==> src/rtl/cache_pkg.sv <==
// Shared width constants for the cache and its register-bus path.
package cache_pkg;
  localparam int ADDR_WIDTH = 32;
  localparam int DATA_WIDTH = 32;
endpackage

==> src/rtl/axi_4_lite_master_ctrl.sv <==
// Single-outstanding AXI4-Lite master: turns one command into an AW/W/B or
// AR/R sequence and returns the response code and read data on a response stream.
module axi_4_lite_master_ctrl #(
  parameter int ADDR_WIDTH = cache_pkg::ADDR_WIDTH,
  parameter int DATA_WIDTH = cache_pkg::DATA_WIDTH,
  parameter int DATA_BYTES = DATA_WIDTH / 8
) (
  input  logic                  aclk_i,
  input  logic                  rst_i,
  // command stream
  input  logic                  cmd_valid_i,
  output logic                  cmd_ready_o,
  input  logic                  cmd_we_i,
  input  logic [ADDR_WIDTH-1:0] cmd_addr_i,
  input  logic [DATA_WIDTH-1:0] cmd_wdata_i,
  input  logic [DATA_BYTES-1:0] cmd_wstrb_i,
  // response stream
  output logic                  rsp_valid_o,
  input  logic                  rsp_ready_i,
  output logic [DATA_WIDTH-1:0] rsp_rdata_o,
  output logic [1:0]            rsp_resp_o,
  // AW channel
  output logic                  awvalid_o,
  input  logic                  awready_i,
  output logic [ADDR_WIDTH-1:0] awaddr_o,
  output logic [2:0]            awprot_o,
  // W channel
  output logic                  wvalid_o,
  input  logic                  wready_i,
  output logic [DATA_WIDTH-1:0] wdata_o,
  output logic [DATA_BYTES-1:0] wstrb_o,
  // B channel
  input  logic                  bvalid_i,
  output logic                  bready_o,
  input  logic [1:0]            bresp_i,
  // AR channel
  output logic                  arvalid_o,
  input  logic                  arready_i,
  output logic [ADDR_WIDTH-1:0] araddr_o,
  output logic [2:0]            arprot_o,
  // R channel
  input  logic                  rvalid_i,
  output logic                  rready_o,
  input  logic [DATA_WIDTH-1:0] rdata_i,
  input  logic [1:0]            rresp_i
);

  localparam logic [2:0] IDLE    = 3'd0;
  localparam logic [2:0] WR_REQ  = 3'd1;
  localparam logic [2:0] WR_RESP = 3'd2;
  localparam logic [2:0] RD_REQ  = 3'd3;
  localparam logic [2:0] RD_RESP = 3'd4;
  localparam logic [2:0] RSP     = 3'd5;

  logic [2:0]            state_reg;
  logic                  we_reg;
  logic [ADDR_WIDTH-1:0] addr_reg;
  logic [DATA_WIDTH-1:0] wdata_reg;
  logic [DATA_BYTES-1:0] wstrb_reg;
  logic                  awvalid_reg;
  logic                  wvalid_reg;
  logic                  arvalid_reg;
  logic                  bready_reg;
  logic                  rready_reg;
  logic                  aw_done_reg;
  logic                  w_done_reg;
  logic                  rsp_valid_reg;
  logic [DATA_WIDTH-1:0] rsp_rdata_reg;
  logic [1:0]            rsp_resp_reg;

  logic aw_fire;
  logic w_fire;
  logic aw_done_next;
  logic w_done_next;
  logic resp_fire;

  assign aw_fire      = awvalid_reg & awready_i;
  assign w_fire       = wvalid_reg & wready_i;
  // A handshake on this edge counts as done, so same-edge AW+W completes both.
  assign aw_done_next = aw_done_reg | aw_fire;
  assign w_done_next  = w_done_reg | w_fire;
  assign resp_fire    = (bready_reg & bvalid_i) | (rready_reg & rvalid_i);

  always_ff @(posedge aclk_i) begin
    if (rst_i) begin
      state_reg     <= IDLE;
      we_reg        <= 1'b0;
      addr_reg      <= '0;
      wdata_reg     <= '0;
      wstrb_reg     <= '0;
      awvalid_reg   <= 1'b0;
      wvalid_reg    <= 1'b0;
      arvalid_reg   <= 1'b0;
      bready_reg    <= 1'b0;
      rready_reg    <= 1'b0;
      aw_done_reg   <= 1'b0;
      w_done_reg    <= 1'b0;
      rsp_valid_reg <= 1'b0;
      rsp_rdata_reg <= '0;
      rsp_resp_reg  <= 2'b00;
    end else begin
      case (state_reg)
        IDLE: begin
          if (cmd_valid_i) begin
            we_reg    <= cmd_we_i;
            addr_reg  <= cmd_addr_i;
            wdata_reg <= cmd_wdata_i;
            wstrb_reg <= cmd_wstrb_i;
            if (cmd_we_i) begin
              awvalid_reg <= 1'b1;
              wvalid_reg  <= 1'b1;
              aw_done_reg <= 1'b0;
              w_done_reg  <= 1'b0;
              state_reg   <= WR_REQ;
            end else begin
              arvalid_reg <= 1'b1;
              state_reg   <= RD_REQ;
            end
          end
        end
        WR_REQ: begin
          if (aw_fire) awvalid_reg <= 1'b0;
          if (w_fire)  wvalid_reg  <= 1'b0;
          aw_done_reg <= aw_done_next;
          w_done_reg  <= w_done_next;
          if (aw_done_next && w_done_next) begin
            bready_reg <= 1'b1;
            state_reg  <= WR_RESP;
          end
        end
        WR_RESP, RD_RESP: begin
          if (resp_fire) begin
            bready_reg    <= 1'b0;
            rready_reg    <= 1'b0;
            rsp_valid_reg <= 1'b1;
            rsp_rdata_reg <= we_reg ? '0 : rdata_i;
            rsp_resp_reg  <= we_reg ? bresp_i : rresp_i;
            state_reg     <= RSP;
          end
        end
        RD_REQ: begin
          if (arready_i) begin
            arvalid_reg <= 1'b0;
            rready_reg  <= 1'b1;
            state_reg   <= RD_RESP;
          end
        end
        RSP: begin
          if (rsp_ready_i) begin
            rsp_valid_reg <= 1'b0;
            state_reg     <= IDLE;
          end
        end
        default: state_reg <= IDLE;
      endcase
    end
  end

  // The only combinational output: gated by reset so nothing is accepted mid-reset.
  assign cmd_ready_o = (state_reg == IDLE) && !rst_i;

  assign rsp_valid_o = rsp_valid_reg;
  assign rsp_rdata_o = rsp_rdata_reg;
  assign rsp_resp_o  = rsp_resp_reg;

  assign awvalid_o = awvalid_reg;
  assign awaddr_o  = addr_reg;
  assign awprot_o  = 3'b000;
  assign wvalid_o  = wvalid_reg;
  assign wdata_o   = wdata_reg;
  assign wstrb_o   = wstrb_reg;
  assign bready_o  = bready_reg;
  assign arvalid_o = arvalid_reg;
  assign araddr_o  = addr_reg;
  assign arprot_o  = 3'b000;
  assign rready_o  = rready_reg;

endmodule

==> config.mk <==
export PLATFORM = sky130hd
export DESIGN_NAME = axi_4_lite_master_ctrl
export DESIGN_NICKNAME = d
export VERILOG_FILES = /design/src/rtl/cache_pkg.sv /design/src/rtl/axi_4_lite_master_ctrl.sv
export SDC_FILE = /design/constraint.sdc
export NUM_CORES = 1
export LEC_CHECK = 0
export BUFFER_PORTS_ARGS = -buffer_cell sky130_fd_sc_hd__clkbuf_2
export CAP_MARGIN = 20
export CORE_MARGIN = 2
export CORE_UTILIZATION = 40
export DETAILED_ROUTE_END_ITERATION = 8
export GPL_TIMING_DRIVEN = 1
export HOLD_SLACK_MARGIN = 0.1
export PLACE_DENSITY = 0.72
export SLEW_MARGIN = 25
export SYNTH_ARGS = -nofsm -noshare
export SYNTH_HDL_FRONTEND = slang
export SYNTH_SLANG_ARGS = --single-unit
==> constraint.sdc <==
create_clock -name aclk_i -period 4.44 [get_ports aclk_i]
set_input_delay 0.222 -clock aclk_i [delete_from_list [all_inputs] [get_ports aclk_i]]
set_output_delay 0.222 -clock aclk_i [all_outputs]
set_load 0.03 [all_outputs]
==> results of run 1 <==
==> worst max-delay path, cell delays in order (launching register included) <==
cell and delay (ns):
dfxtp_1 0.62, nand2b_1 0.29, a211o_2 0.59, nand2_1 0.15, a21oi_1 0.15
==> final cells by class <==
type | count | area [um^2] | area share
clock inverter | 10 | 179 | 0.0247
tap | 143 | 179 | 0.0247
sequential | 114 | 2280 | 0.315
clock buffer | 22 | 474 | 0.0654
timing repair buffer | 360 | 2340 | 0.323
inverter | 1 | 3.75 | 0.000518
multi-input combinational | 364 | 1790 | 0.247
==> synth_stat cells (all sizes together) <==
master	instances	area [um^2]
nor4b	1	23.8
conb	1	3.75
nor2	11	43.8
o32ai	1	8.76
buf	62	448
or3	1	6.26
a2111oi	1	8.76
nand2	175	657
inv	1	3.75
a22oi	2	15.0
nor3b	2	20.0
a311oi	1	8.76
nand3b	32	240
mux2i	2	20.0
a211oi	4	42.5
nand2b	2	20.0
dfxtp	114	2280
o31ai	1	7.51
a21oi	110	551
clkbuf	18	67.6
a31oi	3	18.8
o21ai	2	10.0
a32oi	1	8.76
nor3	1	10.0
nor4	1	6.26
nor2b	1	6.26
or4b	2	23.8
a211o	1	8.76
==> stage by stage <==
step | power [mW] | cell area [um^2]
floorplan | 1.52 | 4590
global placement | 1.64 | 5560
detailed placement | 1.64 | 5560
CTS | 3.20 | 7240
global route | 3.31 | 7250
finish | 3.19 | 7250
==> power breakdown <==
group | total, mW | leakage (nW) | internal, mW | switching [mW]
Combinational | 0.563 | 2.02 | 0.210 | 0.353
Sequential | 1.14 | 0.930 | 1.08 | 0.0528
Clock | 1.49 | 0.324 | 1.04 | 0.452
==> logic make-up (layout without fill, tap and decap cells) <==
logic type,count (synthesis),in the layout
AOI/OAI and AO/OA,127,127
buffers and inverters,81,393
DFF,114,114
muxes,2,2
other,1,6
and+or+nand+nor,229,229
==> per-layer routing <==
layer / up-vias / global-route usage
met4: 0 / 0.134
met5: - / 0
met2: 208 / 0.375
li1: 2397 / -
met1: 2217 / 0.257
met3: 45 / 0.0601
==> worst max path at each step <==
stage | startpoint | end | slack, ns | cells past startpoint
after floorplan | state_reg[0]$_SDFFE_PP0P_ | cmd_ready_o | 2.71 | 2
after global placement | state_reg[2]$_SDFFE_PP0P_ | bready_o$_SDFFE_PP0P_ | 2.25 | 4
after detailed placement | state_reg[0]$_SDFFE_PP0P_ | awvalid_o$_SDFFE_PP0P_ | 2.28 | 4
after CTS | state_reg[0]$_SDFFE_PP0P_ | awvalid_o$_SDFFE_PP0P_ | 2.25 | 4
after global routing | state_reg[2]$_SDFFE_PP0P_ | rsp_rdata_o[21]$_SDFFE_PP0P_ | 2.38 | 4
final | state_reg[2]$_SDFFE_PP0P_ | rsp_rdata_o[10]$_SDFFE_PP0P_ | 2.55 | 4
==> flow_summary.ini, run 1 <==
[power_and_ir_drop]
power.leakage_nw = 3.27
vdd_ir_drop_max_uv = 276
power_per_cell_area_mw_per_mm2 = 440

[clock_network]
path_clk_slew_ns = 0.05
clock_latency_ns = 0.41
cts.path.max_buffers = 2
post_cts_resized = 0
h-tree-depth = 4
cts_buffers = 17
cts_setup_buffers = 0
cts_sinks = 114
cts-root-buf = clkbuf_16
cts_tree = done
cts_hold_buf = 102

[worst_setup_path]
r2r_start = state_reg[2]$_SDFFE_PP0P_
timing.critical_path.to_type = flop
rr_worst_depth = 4
start_kind = flop
path_max_fanout = 35
cp.arrival_ns = 2.22
r2r-end = rsp_rdata_o[10]$_SDFFE_PP0P_
crit_type = flop to flop
critPathRequiredTime_ns = 4.77
ff2ff_setup_slack_ns = 2.55

[yosys]
synth_compound_area_frac = 0.151
synthXorXnorAreaFrac = 0
muxShareOfSynthArea = 0.00438
synth_top_family_by_area = simple AND/OR/NAND/NOR gates
synth_cell_types = 36
yosysWarnings = 0
synth_area_mm2 = 0.00457
synth-simple-area-share = 0.231
postSynthAreaPerCell_um2 = 8.25
syn_inst = 554
synth_adder_area_share = 0
yosysSeqAreaShare = 0.499
synth-seq-cells = 114

[sta]
slew_violations = 0
timing.final.ws_setup_ns = 2.55
finalHoldViolCount = 0
rsz0062_at_grt = false
fin_tns_setup_ns = 0
worst_pin_slew_ns = 0.781
setup_viol = 0
fin_worst_skew_ns = 0.00829
slew_headroom = 0.479
post-route-min-period_ns = 1.89
max_freq_ghz = 0.528
whs_ns = 0.131
fin_crit_sh = 0.426

[grt]
first_global_vias = 4740
overflow = 0
grt_pass1_wl_um = 22600
antenna_found_initial = 0
grtUsageTotal = 0.225
grt_max_degree = 75

[cells_and_area]
layout_common_cells = clkbuf_2 (253), nand2_1 (175), dfxtp_1 (113)
fin_cells = 1014
diodes = 0
fin_util = 0.643
nFillCells = 878
syn_to_final_growth_pct = 58.7
layout-drive-gt1-share = 0.341
final_nets = 972
final_common_cell = clkbuf_2

[drt]
vias = 4867
drt-met1-wl_um = 5600
wl_met2_um = 6850
drc = 0
routedWlPerCell_um = 13.8
met3_length_um = 914
wl_um = 13900
highest_layer = met4
drt_first_pass_iters = 5
avgViaCountPerCell = 4.80
drt_iter0_drc = 523
drt.antenna.violating_nets = 0

[worst_hold_path]
holdPathEnd = wvalid_o$_SDFFE_PP0P_
holdCritStartpoint = wready_i
hold_depth = 4
hold_path_class = primary input to flop

[floorplanning]
dieArea_mm2 = 0.0123
die_y_um = 111
rows = 39
core_mm2 = 0.0113
fp.dieW_um = 111
start_util = 0.405
num_io_pins = 261

[placed_design]
place_congestion = 0.810
hpwl_um = 8010
port_buffers = 254
pre_cts_ws_ns = 2.28
placedCellCount = 879

[run]
drv_cap = 0

[outcome]
status = completed
Power figures use the tool's default switching activity.
==> inputs of run 2 (changes only) <==
ABC_AREA = 1   (was default)
PLACE_DENSITY = 0.75   (was 0.72)
clock period = 1.66 ns   (was 4.44 ns; I/O delays follow)
==> run 2 against run 1 <==
Effect of this change: critical path type unchanged; via count up 5.3%; wire length up 9.3%; power rose to 3.8 times the previous value; clock power up 140%; global-route usage up 1.8 points; worst hold slack worse by 0.0040 ns; sequential cell count unchanged; sequential power rose to 3.3 times the previous value; clock-buffer cell count unchanged; largest power group is now combinational logic; clock skew up 0.0015 ns; maximum frequency up 23%.
==> flow_summary.ini, run 2 <==
[clock_network]
path_clk_slew_ns = 0.05
cts-root-buf = clkbuf_16
post_cts_resized = 0
cts_tree = done
h-tree-depth = 4
cts_sinks = 114
cts_setup_buffers = 0
cts.path.max_buffers = 2
clock_latency_ns = 0.41
cts_buffers = 17

[worst_setup_path]
critPathRequiredTime_ns = 1.95
timing.critical_path.to_type = flop
crit_type = flop to flop
path_max_fanout = 59
start_kind = flop
cp.arrival_ns = 1.83

[grt]
globalRoute.busiestLayer = met2
grt_use_met1 = 0.268
use_met3 = 0.0771
grt_use_met2 = 0.421
grtUsageTotal = 0.242
overflow = 0
first_global_vias = 5085
antenna_found_initial = 0
grt_max_degree = 65
grt_pass1_wl_um = 24200

[cells_and_area]
diodes = 0
layout-drive-gt1-share = 0.337
final_cell_area_mm2 = 0.00729
final_common_cell = clkbuf_2
fin_util = 0.664
fin_cells = 1064
final_nets = 1025
layout_common_cells = clkbuf_2 (254), nor2_1 (144), dfxtp_1 (114)
syn_to_final_growth_pct = 60.1

[worst_hold_path]
hold_path_class = primary input to flop

[drt]
drt_first_pass_iters = 5
vias = 5125
drt_iter0_drc = 423
avgViaCountPerCell = 4.82
routedWlPerCell_um = 14.3
drc = 0
drt.antenna.violating_nets = 0
wl_um = 15200

[yosys]
yosys.area.top_type_share = 0.501
yosys.area.top_type = dfxtp_1
synth-seq-cells = 114
yosys-top-cells-count = nor2_1 (144), dfxtp_1 (114), nand2_1 (69), o21ai_0 (67), a21oi_1 (41)
syn_inst = 589
yosysSeqAreaShare = 0.501
yosys-top-cells-area = dfxtp_1 (50%), nor2_1 (12%), o21ai_0 (7.4%)
synth_edf_count = 0
yosysMostFrequentCell = nor2_1
synth_cell_types = 24
yosysWarnings = 0
synthArstFlopShare = 0
postSynthAreaPerCell_um2 = 7.73
synth_area_mm2 = 0.00455
synth_flop_cell = dfxtp_1

[sta]
max_freq_ghz = 0.651
timing.final.ws_setup_ns = 0.124
rsz0062_at_grt = false
finalHoldViolCount = 0
fin_tns_setup_ns = 0
setup_viol = 0
post-route-min-period_ns = 1.54
slew_violations = 0
fin_crit_sh = 0.925
whs_ns = 0.127
fin_worst_skew_ns = 0.00982

[placed_design]
place_congestion = 0.821
port_buffers = 254
pre_cts_ws_ns = 0.204
hpwl_um = 8510
placedCellCount = 923
placed_cell_area_mm2 = 0.00563

[floorplanning]
rows = 38
dieArea_mm2 = 0.0123
die_y_um = 111
fp.dieW_um = 111
start_util = 0.415
core_mm2 = 0.0110
num_io_pins = 261

[power_and_ir_drop]
switchingPower_mw = 4.99
p_sw_frac = 0.417
power_frac_comb = 0.386
clkPwrFrac = 0.295
internal_power_mw = 6.98
power.leakage_nw = 3.58
power.total_mw = 12.0
vdd_ir_drop_max_uv = 1020
seqPwrFrac = 0.319
power_per_cell_area_mw_per_mm2 = 1640

[run]
drv_cap = 0

[outcome]
status = completed
-- run 2: cell count changes after synthesis, moves of 9 or more --
cell | before | now
nor2_2 | 1 | 10
nand3b_1 | 32 | 0
nand3_1 | 0 | 38
nor2_1 | 10 | 144
a21oi_1 | 110 | 41
o21ai_0 | 2 | 67
nand2_1 | 175 | 69
inv_1 | 1 | 15
clkbuf_1 | 18 | 9
-- run 2: timing repair --
item | CTS | global route
hold buffers | 109 | 0
hold endpoints to repair | 110 | 0
endpoints found under the setup margin | 0 | 0
-- run 2: final timing paths --
path                             startpoint                  endpoint  slack (ns)  depth (start not counted)
hold reg to reg     w_done_reg$_SDFFE_PP0P_   w_done_reg$_SDFFE_PP0P_        0.46                          2
setup / recovery  state_reg[1]$_SDFFE_PP0P_   wdata_o[1]$_SDFFE_PP0P_        0.12                          7
setup reg to reg  state_reg[1]$_SDFFE_PP0P_   wdata_o[1]$_SDFFE_PP0P_        0.12                          7
hold / removal                        rst_i  araddr_o[6]$_SDFFE_PP0P_        0.13                          4
-- run 2: metal layers --
metal / vias up / share of wire
li1: 2494 / -
met1: 2325 / 0.38
met2: 260 / 0.50
met3: 46 / 0.080
met4: 0 / 0.034
met5: - / 0
-- run 2: layout make-up --
class                           instances  area [um^2]
Clock buffer                           22          464
Clock inverter                         10          109
Fill cell                             851         3690
Inverter                               19         73.8
Multi-Input combinational cell        388         1730
Sequential cell                       114         2280
Tap cell                              140          175
Timing Repair Buffer                  371         2460
-- run 2: cell families after synthesis --
| kind of cell | synth area share |
|---|---|
| AO/OA/AOI/OAI | 0.126 |
| buffers and inverters | 0.124 |
| flip-flops | 0.501 |
| other | 0.000824 |
| AND/OR/NAND/NOR | 0.248 |
-- run 2: critical path, cell delays in order, from the launching register on --
cell	delay [ns]
dfxtp_1	0.36
nor2_4	0.21
nand2_4	0.10
nor2_8	0.20
inv_2	0.08
buf_12	0.19
nor2_1	0.19
nor2_1	0.07
-- run 2: power by group through the flow --
stage / Clock, mW / Sequential, mW / Combinational (mW)
finish: 3.54 / 3.81 / 4.62
global route: 3.72 / 3.88 / 4.96
CTS: 3.60 / 3.78 / 4.54
detailed placement: 0 / 3.81 / 4.34
global placement: 0 / 3.82 / 4.30
floorplan: 0 / 4.91 / 2.30
==> inputs of run 3 (changes only) <==
CAP_MARGIN = default   (was 20)
CTS_BUF_LIST = sky130_fd_sc_hd__clkbuf_4 sky130_fd_sc_hd__clkbuf_8   (was default)
==> run 3 against run 2 <==
Effect of this change: sequential power hardly changed; clock-buffer cell count is the same; largest cell class unchanged; worst hold slack gained 0.057 ns; combinational power about the same; sequential cell count unchanged; final cell count grew 0.19%; die area unchanged; wire length shrank 2.1%.
==> flow_summary.ini, run 3 (same netlist as run 2, synthesis figures left out) <==
[cells_and_area]
final_nets = 1026
layout_common_cells = clkbuf_2 (254), nor2_1 (144), dfxtp_1 (114)
final_common_cell = clkbuf_2
nFillCells = 871
regArea_mm2 = 0.00228
syn_to_final_growth_pct = 56.4
multiInputGateArea_mm2 = 0.00173
layout-drive-gt1-share = 0.339
fin_util = 0.648

[worst_setup_path]
timing.critical_path.to_type = flop
path_cells = nor2_4 -> nand2_4 -> nor2_8 -> buf_12 -> o21ai_0 -> nor2_1
r2r_start = state_reg[1]$_SDFFE_PP0P_
path_max_fanout = 60
critPathTopFamily = simple AND/OR/NAND/NOR gates
critical_path.max_stage_delay_ns = 0.36
critPathRequiredTime_ns = 2.01
start_kind = flop
crit_type = flop to flop
r2r-end = araddr_o[5]$_SDFFE_PP0P_
crit_buf_inv = 1
ff2ff_setup_slack_ns = 0.12
crit_slowest_cell = dfxtp_1
rr_worst_depth = 6
cp.arrival_ns = 1.89

[power_and_ir_drop]
internal_power_mw = 6.15
power.total_mw = 11.0
power.leakage_nw = 3.51
switchingPower_mw = 4.85
p_sw_frac = 0.441
seqPwrFrac = 0.346
power_per_cell_area_mw_per_mm2 = 1540
clkPwrFrac = 0.235
power_frac_comb = 0.419
vdd_ir_drop_max_uv = 969

[floorplanning]
rows = 38
num_io_pins = 261
die_y_um = 111
start_util = 0.415
fp.dieW_um = 111
dieArea_mm2 = 0.0123
core_mm2 = 0.0110

[clock_network]
h-tree-depth = 4
cts_tree = done
post_cts_resized = 0
cts_buffers = 17
cts.path.max_buffers = 2
clock_latency_ns = 0.43
path_clk_slew_ns = 0.07
cts_sinks = 114
cts-root-buf = clkbuf_8

[placed_design]
port_buffers = 254
hpwl_um = 8510
place_congestion = 0.821

[sta]
fin_crit_sh = 0.929
rsz0062_at_grt = true
whs_ns = 0.185
setup_viol = 0
slew_violations = 0
fin_worst_skew_ns = 0.00958
post-route-min-period_ns = 1.54
finalHoldViolCount = 0
max_freq_ghz = 0.648

[drt]
vias = 5121
drt_iter0_drc = 421
drt_first_pass_iters = 5
drt.antenna.violating_nets = 0
avgViaCountPerCell = 4.80
routedWlPerCell_um = 14.0
wl_um = 14900
drc = 0

[grt]
globalRoute.busiestLayer = met2
first_global_vias = 5050
use_met3 = 0.0760
grt_max_degree = 65
overflow = 0
grt_pass1_wl_um = 24200
grt_use_met1 = 0.270
antenna_found_initial = 0
grtUsageTotal = 0.240
grt_use_met2 = 0.409

[worst_hold_path]
hold_path_class = primary input to flop
holdPathEnd = araddr_o[23]$_SDFFE_PP0P_
hold_depth = 5
holdCritStartpoint = cmd_valid_i

[outcome]
status = completed

[run]
drv_cap = 0
run 3: layer usage:
layer	vias up	wire (um)
met5	-	0
met4	0	519
met3	45	1110
li1	2493	-
met2	237	7440
met1	2346	5860
run 3: tightest hold or removal path: cells and delay by family:
kind                   cells  cell delay [ns]
AOI/OAI and AO/OA          1             0.11
buffers and inverters      2             0.24
and+or+nand+nor            2             0.14
run 3: worst max path at each step:
stage,startpoint,end,slack [ns],depth (start not counted)
after floorplan,state_reg[1]$_SDFFE_PP0P_,araddr_o[21]$_SDFFE_PP0P_,0.38,8
after global placement,state_reg[1]$_SDFFE_PP0P_,wdata_o[30]$_SDFFE_PP0P_,0.25,7
after detailed placement,state_reg[1]$_SDFFE_PP0P_,wdata_o[13]$_SDFFE_PP0P_,0.20,7
after CTS,state_reg[1]$_SDFFE_PP0P_,cmd_ready_o,0.10,4
after global routing,state_reg[2]$_SDFFE_PP0P_,araddr_o[5]$_SDFFE_PP0P_,-0.004,6
final,state_reg[1]$_SDFFE_PP0P_,araddr_o[5]$_SDFFE_PP0P_,0.12,6
run 3: layout make-up:
| class | instances | area share |
|---|---|---|
| repair buffers | 372 | 0.347 |
| well taps | 140 | 0.0246 |
| inverters | 19 | 0.0104 |
| clock buffers | 22 | 0.0399 |
| flip-flops and latches | 114 | 0.320 |
| diodes | 1 | 0.000351 |
| clock inverters | 10 | 0.0153 |
| multi-input cells | 388 | 0.242 |
run 3: per-stage QoR:
stage	setup TNS (ns)	area [um^2]	std cells	setup slack, ns
finish	0	7120	1066	0.118
global route	-0.00390	7120	1065	-0.00390
CTS	0	7120	1065	0.104
detailed placement	0	5630	923	0.204
global placement	0	5630	923	0.253
floorplan	0	4570	594	0.379
run 3: timing repair:
item	in CTS	in global routing
setup endpoints to repair	0	1
setup buffers	0	0
hold endpoints to repair	111	0
hold buffers	110	0
run 3: power by group through the flow:
| stage | Clock (mW) | Combinational (mW) | Sequential [mW] |
|---|---|---|---|
| 5_1_grt | 2.77 | 4.97 | 3.87 |
| 3_3_place_gp | 0 | 4.30 | 3.82 |
| 3_5_place_dp | 0 | 4.34 | 3.81 |
| 2_1_floorplan | 0 | 2.30 | 4.91 |
| 4_1_cts | 2.65 | 4.54 | 3.77 |
| 6_report | 2.59 | 4.61 | 3.80 |
